$ cat src/rtl/verify_ram.sv
// Read-back checker: bursts through a filled RAM bank over AXI4 reads and
// counts beats whose bytes differ from the fill constant.
module verify_ram #(
  parameter int          DW              = 512,
  parameter logic [7:0]  FILL_VALUE      = 8'hFC,
  parameter logic [63:0] BASE_ADDR       = 64'h0,
  parameter int          BLOCK_BYTES     = 4096,
  parameter int          BLOCK_COUNT     = 1024,
  parameter int          MAX_OUTSTANDING = 8
) (
  input  logic          clk,
  input  logic          reset,
  input  logic          start_async,
  output logic          idle,
  output logic [63:0]   elapsed,
  output logic [63:0]   error_count,
  output logic          first_err_valid,
  output logic [63:0]   first_err_addr,
  output logic [31:0]   resp_err_count,
  output logic [63:0]   M_AXI_ARADDR,
  output logic [7:0]    M_AXI_ARLEN,
  output logic [2:0]    M_AXI_ARSIZE,
  output logic [1:0]    M_AXI_ARBURST,
  output logic [3:0]    M_AXI_ARID,
  output logic          M_AXI_ARLOCK,
  output logic [3:0]    M_AXI_ARCACHE,
  output logic [2:0]    M_AXI_ARPROT,
  output logic [3:0]    M_AXI_ARQOS,
  output logic          M_AXI_ARVALID,
  input  logic          M_AXI_ARREADY,
  input  logic [DW-1:0] M_AXI_RDATA,
  input  logic [1:0]    M_AXI_RRESP,
  input  logic          M_AXI_RLAST,
  input  logic          M_AXI_RVALID,
  output logic          M_AXI_RREADY
);

  localparam int          BEAT_BYTES      = DW / 8;
  localparam int          BEAT_SHIFT      = $clog2(BEAT_BYTES);
  localparam int          BEATS_PER_BURST = BLOCK_BYTES / BEAT_BYTES;
  localparam logic [63:0] TOTAL_BEATS     = 64'(BLOCK_COUNT) * 64'(BEATS_PER_BURST);
  localparam logic [31:0] LAST_BEAT       = 32'(TOTAL_BEATS - 64'd1);
  localparam logic [31:0] LAST_AR         = 32'(BLOCK_COUNT - 1);
  localparam logic [8:0]  MAX_OUT         = 9'(MAX_OUTSTANDING);
  localparam logic [DW-1:0] EXPECTED      = {BEAT_BYTES{FILL_VALUE}};

  typedef enum logic {A_IDLE, A_ISSUE} ar_state_t;

  ar_state_t   ar_state, ar_state_next;
  logic        arvalid_next;
  logic        start_meta, start_sync, start_prev;
  logic        start_pulse, start_accept;
  logic        busy, r_done;
  logic        ar_hs, r_hs, r_last_hs;
  logic [31:0] ar_count;
  logic [31:0] beat_index;
  logic [8:0]  outstanding, outstanding_next;
  logic        p_valid, p_bad, p_resp_err;
  logic [63:0] p_addr;

  assign M_AXI_ARLEN   = 8'(BEATS_PER_BURST - 1);
  assign M_AXI_ARSIZE  = 3'(BEAT_SHIFT);
  assign M_AXI_ARBURST = 2'b01;
  assign M_AXI_ARID    = 4'd0;
  assign M_AXI_ARLOCK  = 1'b0;
  assign M_AXI_ARCACHE = 4'd0;
  assign M_AXI_ARPROT  = 3'd0;
  assign M_AXI_ARQOS   = 4'd0;

  assign idle         = ~busy;
  assign start_pulse  = start_sync & ~start_prev;
  assign start_accept = start_pulse & ~busy;
  assign ar_hs        = M_AXI_ARVALID & M_AXI_ARREADY;
  assign r_hs         = M_AXI_RVALID & M_AXI_RREADY;
  assign r_last_hs    = r_hs & M_AXI_RLAST;

  always_comb begin
    outstanding_next = outstanding;
    case ({ar_hs, r_last_hs})
      2'b10:   outstanding_next = outstanding + 9'd1;
      2'b01:   outstanding_next = outstanding - 9'd1;
      default: outstanding_next = outstanding;
    endcase
  end

  always_ff @(posedge clk) begin
    if (reset) begin
      start_meta <= 1'b0;
      start_sync <= 1'b0;
      start_prev <= 1'b0;
    end else begin
      start_meta <= start_async;
      start_sync <= start_meta;
      start_prev <= start_sync;
    end
  end

  // ARVALID is only (re)evaluated when it is low or has just handshaken,
  // so a pending request is never withdrawn.
  always_comb begin
    ar_state_next = ar_state;
    arvalid_next  = M_AXI_ARVALID;
    if (start_accept) begin
      ar_state_next = A_ISSUE;
      arvalid_next  = 1'b1;
    end else begin
      case (ar_state)
        A_IDLE: ar_state_next = A_IDLE;
        A_ISSUE: begin
          if (ar_hs && ar_count == LAST_AR) begin
            ar_state_next = A_IDLE;
            arvalid_next  = 1'b0;
          end else if (ar_hs || !M_AXI_ARVALID) begin
            arvalid_next = (outstanding_next < MAX_OUT);
          end
        end
        default: begin
          ar_state_next = A_IDLE;
          arvalid_next  = 1'b0;
        end
      endcase
    end
  end

  always_ff @(posedge clk) begin
    if (reset) begin
      ar_state        <= A_IDLE;
      M_AXI_ARVALID   <= 1'b0;
      M_AXI_ARADDR    <= 64'd0;
      M_AXI_RREADY    <= 1'b0;
      busy            <= 1'b0;
      r_done          <= 1'b0;
      elapsed         <= 64'd0;
      error_count     <= 64'd0;
      resp_err_count  <= 32'd0;
      first_err_valid <= 1'b0;
      first_err_addr  <= 64'd0;
      ar_count        <= 32'd0;
      outstanding     <= 9'd0;
      beat_index      <= 32'd0;
      p_valid         <= 1'b0;
      p_bad           <= 1'b0;
      p_resp_err      <= 1'b0;
      p_addr          <= 64'd0;
    end else begin
      ar_state      <= ar_state_next;
      M_AXI_ARVALID <= arvalid_next;
      if (start_accept) begin
        busy            <= 1'b1;
        r_done          <= 1'b0;
        elapsed         <= 64'd0;
        error_count     <= 64'd0;
        resp_err_count  <= 32'd0;
        first_err_valid <= 1'b0;
        M_AXI_ARADDR    <= BASE_ADDR;
        M_AXI_RREADY    <= 1'b1;
        ar_count        <= 32'd0;
        outstanding     <= 9'd0;
        beat_index      <= 32'd0;
        p_valid         <= 1'b0;
      end else begin
        if (busy)
          elapsed <= elapsed + 64'd1;
        outstanding <= outstanding_next;
        if (ar_hs) begin
          ar_count     <= ar_count + 32'd1;
          M_AXI_ARADDR <= M_AXI_ARADDR + 64'(BLOCK_BYTES);
        end
        // First stage: capture the beat's verdict and its address.
        p_valid <= r_hs;
        if (r_hs) begin
          beat_index <= beat_index + 32'd1;
          p_bad      <= (M_AXI_RDATA != EXPECTED);
          p_resp_err <= |M_AXI_RRESP;
          p_addr     <= BASE_ADDR + (64'(beat_index) << BEAT_SHIFT);
          if (beat_index == LAST_BEAT) begin
            M_AXI_RREADY <= 1'b0;
            r_done       <= 1'b1;
          end
        end
        // Second stage: fold the verdict into the saturating counters.
        if (p_valid) begin
          if (p_bad) begin
            if (error_count != '1)
              error_count <= error_count + 64'd1;
            if (!first_err_valid) begin
              first_err_valid <= 1'b1;
              first_err_addr  <= p_addr;
            end
          end
          if (p_resp_err && resp_err_count != '1)
            resp_err_count <= resp_err_count + 32'd1;
        end
        // The last beat drains through stage two on this same edge.
        if (r_done) begin
          busy   <= 1'b0;
          r_done <= 1'b0;
        end
      end
    end
  end

endmodule

$ cat config.mk
export PLATFORM = sky130hd
export DESIGN_NAME = verify_ram
export DESIGN_NICKNAME = d
export VERILOG_FILES = /design/src/rtl/verify_ram.sv
export SDC_FILE = /design/constraint.sdc
export NUM_CORES = 1
export LEC_CHECK = 0
export BUFFER_PORTS_ARGS = -buffer_cell sky130_fd_sc_hd__buf_4
export CAP_MARGIN = 5
export CORE_AREA = 2 2 330 332
export DETAILED_ROUTE_END_ITERATION = 6
export DIE_AREA = 0 0 332 334
export GPL_ROUTABILITY_DRIVEN = 0
export GPL_TIMING_DRIVEN = 0
export HOLD_SLACK_MARGIN = 0.12
export PLACE_DENSITY = 0.33
export SYNTH_ARGS = -nofsm -noshare
export SYNTH_HDL_FRONTEND = slang
export SYNTH_SLANG_ARGS = --single-unit
$ cat constraint.sdc
create_clock -name clk -period 5.6 [get_ports clk]
set_clock_uncertainty 0.2 [all_clocks]
set_input_delay 1.4 -clock clk [delete_from_list [all_inputs] [get_ports clk]]
set_output_delay 1.4 -clock clk [all_outputs]
set_load 0.02 [all_outputs]
==> impl_metrics.ini <==
[run_status]
status = completed

[floorplan]
die_w_um = 332
core_area_mm2 = 0.108
dieArea_mm2 = 0.111
start_util_pct = 16.4
io_pins = 841
chipHeight_um = 334
num_rows = 121

[detailed_routing]
routed_wl_um = 83400
drc = 0
drt-pass1-iter-count = 5
drt_iter0_drc = 650
vias_per_cell = 4.02
vias = 18100
wl_per_cell_um = 18.5
ant_nets = 0

[timing]
period_needed_ns = 4.53
final-setup-viol-count = 0
max_freq_mhz = 221
timing.final.ws_setup_ns = 1.07
fin_crit_sh_pct = 80.9
slew_violations = 0
rsz0062_at_grt = false
fin_setup_tns_ns = 0
slew_headroom_pct = 20.3
worst-slew-pin-transition_ns = 1.19
finalHoldViolCount = 0

[grt]
grt-ovfl-total = 0
antenna_found_initial = 8
track_usage_pct = 14.4
grt_max_degree = 15
grt_pass1_vias = 18500
grt_pass1_wl_um = 122000

[synth]
synth.distinct_cells = 74
syn_avg_cell_area_um2 = 8.17
ys.flop_type = dfxtp_1
synthCells = 2158
synth_top_area_share_pct = 41.0
syn_area_mm2 = 0.0176
yosysWarnings = 0
ys_async_sr_fraction_pct = 0
synth_seq_cells = 361
synth_edf_count = 0
ys_seq_area_share_pct = 41.0
synth.area.top_cells = dfxtp_1, xor2_1, nor2_1
synth_area_leader_cell = dfxtp_1

[power_and_ir_drop]
power_density_mw_per_mm2 = 228
ir_worst_vdd_v = 0.000216
leakagePower_nw = 10.6

[layout]
drive_gt1_share_pct = 31.1
final_common_cell = buf_4
fin_nets = 3574
area_delta_synth_final_pct = 52.9
stdcell_count = 4496
layout_common_cells = buf_4, dfxtp_1, nor2_1

[setup_path]
cp-start-kind = primary input
arrival_ns = 4.79
r2r_start = M_AXI_ARVALID
worstSetupPathType = in2reg
worstPathMaxFanout = 10
endpoint_kind = register
worstPathCellList = buf_4 > and2_1 > buf_4 > inv_1 > ha_1 > clkbuf_1 > clkbuf_1 > xor2_1 > ha_1 > a21oi_1 > o31a_1 > nand4_1 > a31oi_1 > a2bb2oi_1 > xnor2_1 > a31o_1
slowest_stage = clkbuf_1
r2r-end = M_AXI_ARVALID
cp_slowest_stage_delay_ns = 0.42
rrSetupSlack_ns = 1.60
critPathRequiredTime_ns = 5.86
reg2reg_depth = 15

[clocking]
cts_buffers = 47
post_cts_buffers = 0
htreeDepth = 2
clk_pin_slew_ns = 0.06
insertion_delay_ns = 0.61
numClockSinks = 361
holdBufCountCts = 0
cts_tree = built
cts_max_path_buffers = 3
clk_root_buffer_cell = clkbuf_16
cts_resized = 0

[job]
drv_cap = 0

[place]
dp_slack_ns = 0.467
place_inst = 4409
hpwlAfterDp_um = 68200
port_buffers = 766

[min_path]
min_from = r_done
worstHoldEndpoint = r_done
hold_depth = 1
hp-class = reg2reg
[cell type report]
class                   count  area, um2
diodes                      6       15.0
plain buffers             155        907
clock buffers              71       1400
clock inverters            10        136
fillers                 12000      80800
inverters                  39        149
multi-input cells        1674       9620
flip-flops and latches    361       7230
well taps                1414       1770
repair buffers            766       5750
[sequential cells by signal, indices dropped and copies added (netlist names), 9 cells and up]
name and cells:
M_AXI_ARADDR 52, ar_count 32, beat_index 32, elapsed 64, error_count 64, first_err_addr 32, outstanding 9, p_addr 32
resp_err_count 32
[per-stage QoR]
stage | hold WS [ns] | total power [mW] | util (%) | cell area (um2)
3_5_place_dp | 0.214 | 3.19 | 23.6 | 25400
3_3_place_gp | 0.210 | 3.19 | 23.6 | 25400
6_report | 0.217 | 6.14 | 25.0 | 27000
2_1_floorplan | 0.189 | 2.82 | - | 17900
4_1_cts | 0.222 | 6.29 | 25.0 | 27000
5_1_grt | 0.238 | 6.42 | 25.0 | 27000
[kinds of logic (layout without fill, tap and decap cells)]
family | after synthesis | after routing | synth area share, %
buffers and inverters | 194 | 1041 | 5.99
AND/OR/NAND/NOR | 1150 | 1150 | 34.2
flip-flops | 361 | 361 | 41.0
XOR/XNOR | 229 | 229 | 11.4
AO/OA/AOI/OAI | 207 | 207 | 6.42
other | 2 | 79 | 0.0426
adder cells (fa/ha/maj) | 10 | 10 | 0.710
multiplexers | 5 | 5 | 0.284
[cells in the mapped netlist (all sizes together), types with 2 or more instances]
cell type	number
a31oi	4
nor2b	8
nor3	57
nand4	125
buf	85
nor3b	2
xnor2	97
nor2	296
and3	38
and2	13
nand3	125
nor4bb	8
clkbuf	68
and3b	2
ha	10
o31a	2
inv	38
dfxtp	361
or2	4
nand4bb	3
conb	2
a311oi	2
nor4	61
and4b	2
nand4b	49
o21ai	52
or3	52
and4	34
or4b	2
xor2	132
a31o	3
mux2i	5
a21o	2
a21oi	128
nand2b	3
nand2	256
or4	7
[critical path, delay by kind of cell]
| kind | cells | cell delay (ns) |
|---|---|---|
| buffers and inverters | 5 | 1.25 |
| AND/OR/NAND/NOR | 2 | 0.31 |
| adder cells (fa/ha/maj) | 2 | 0.50 |
| AO/OA/AOI/OAI | 5 | 1.08 |
| XOR/XNOR | 2 | 0.24 |
[worst max path at each step]
stage	startpoint	end	slack (ns)	cells after the start
finish	M_AXI_ARREADY	M_AXI_ARVALID	1.07	16
global route	M_AXI_ARREADY	M_AXI_ARVALID	0.75	16
CTS	M_AXI_ARREADY	M_AXI_ARVALID	1.09	16
detailed placement	M_AXI_ARREADY	M_AXI_ARVALID	0.47	16
global placement	M_AXI_ARREADY	M_AXI_ARVALID	0.43	16
floorplan	M_AXI_ARREADY	M_AXI_ARVALID	1.35	15
[where the power goes]
group | total (mW) | switching, mW | internal [mW] | leakage (nW)
Sequential | 2.58 | 0.00899 | 2.58 | 2.91
Combinational | 0.542 | 0.240 | 0.302 | 6.95
Clock | 3.01 | 1.25 | 1.77 | 0.753
[per-layer routing]
layer  global-route usage (%)  up-vias  wire [um]
met5                        0        -          0
met4                     3.79        0       1950
met3                     2.91       86       4240
met2                     27.3      475      44000
met1                     16.3     8317      33200
li1                         -     9216          -
No activity file was read; power rests on OpenSTA's default activity.
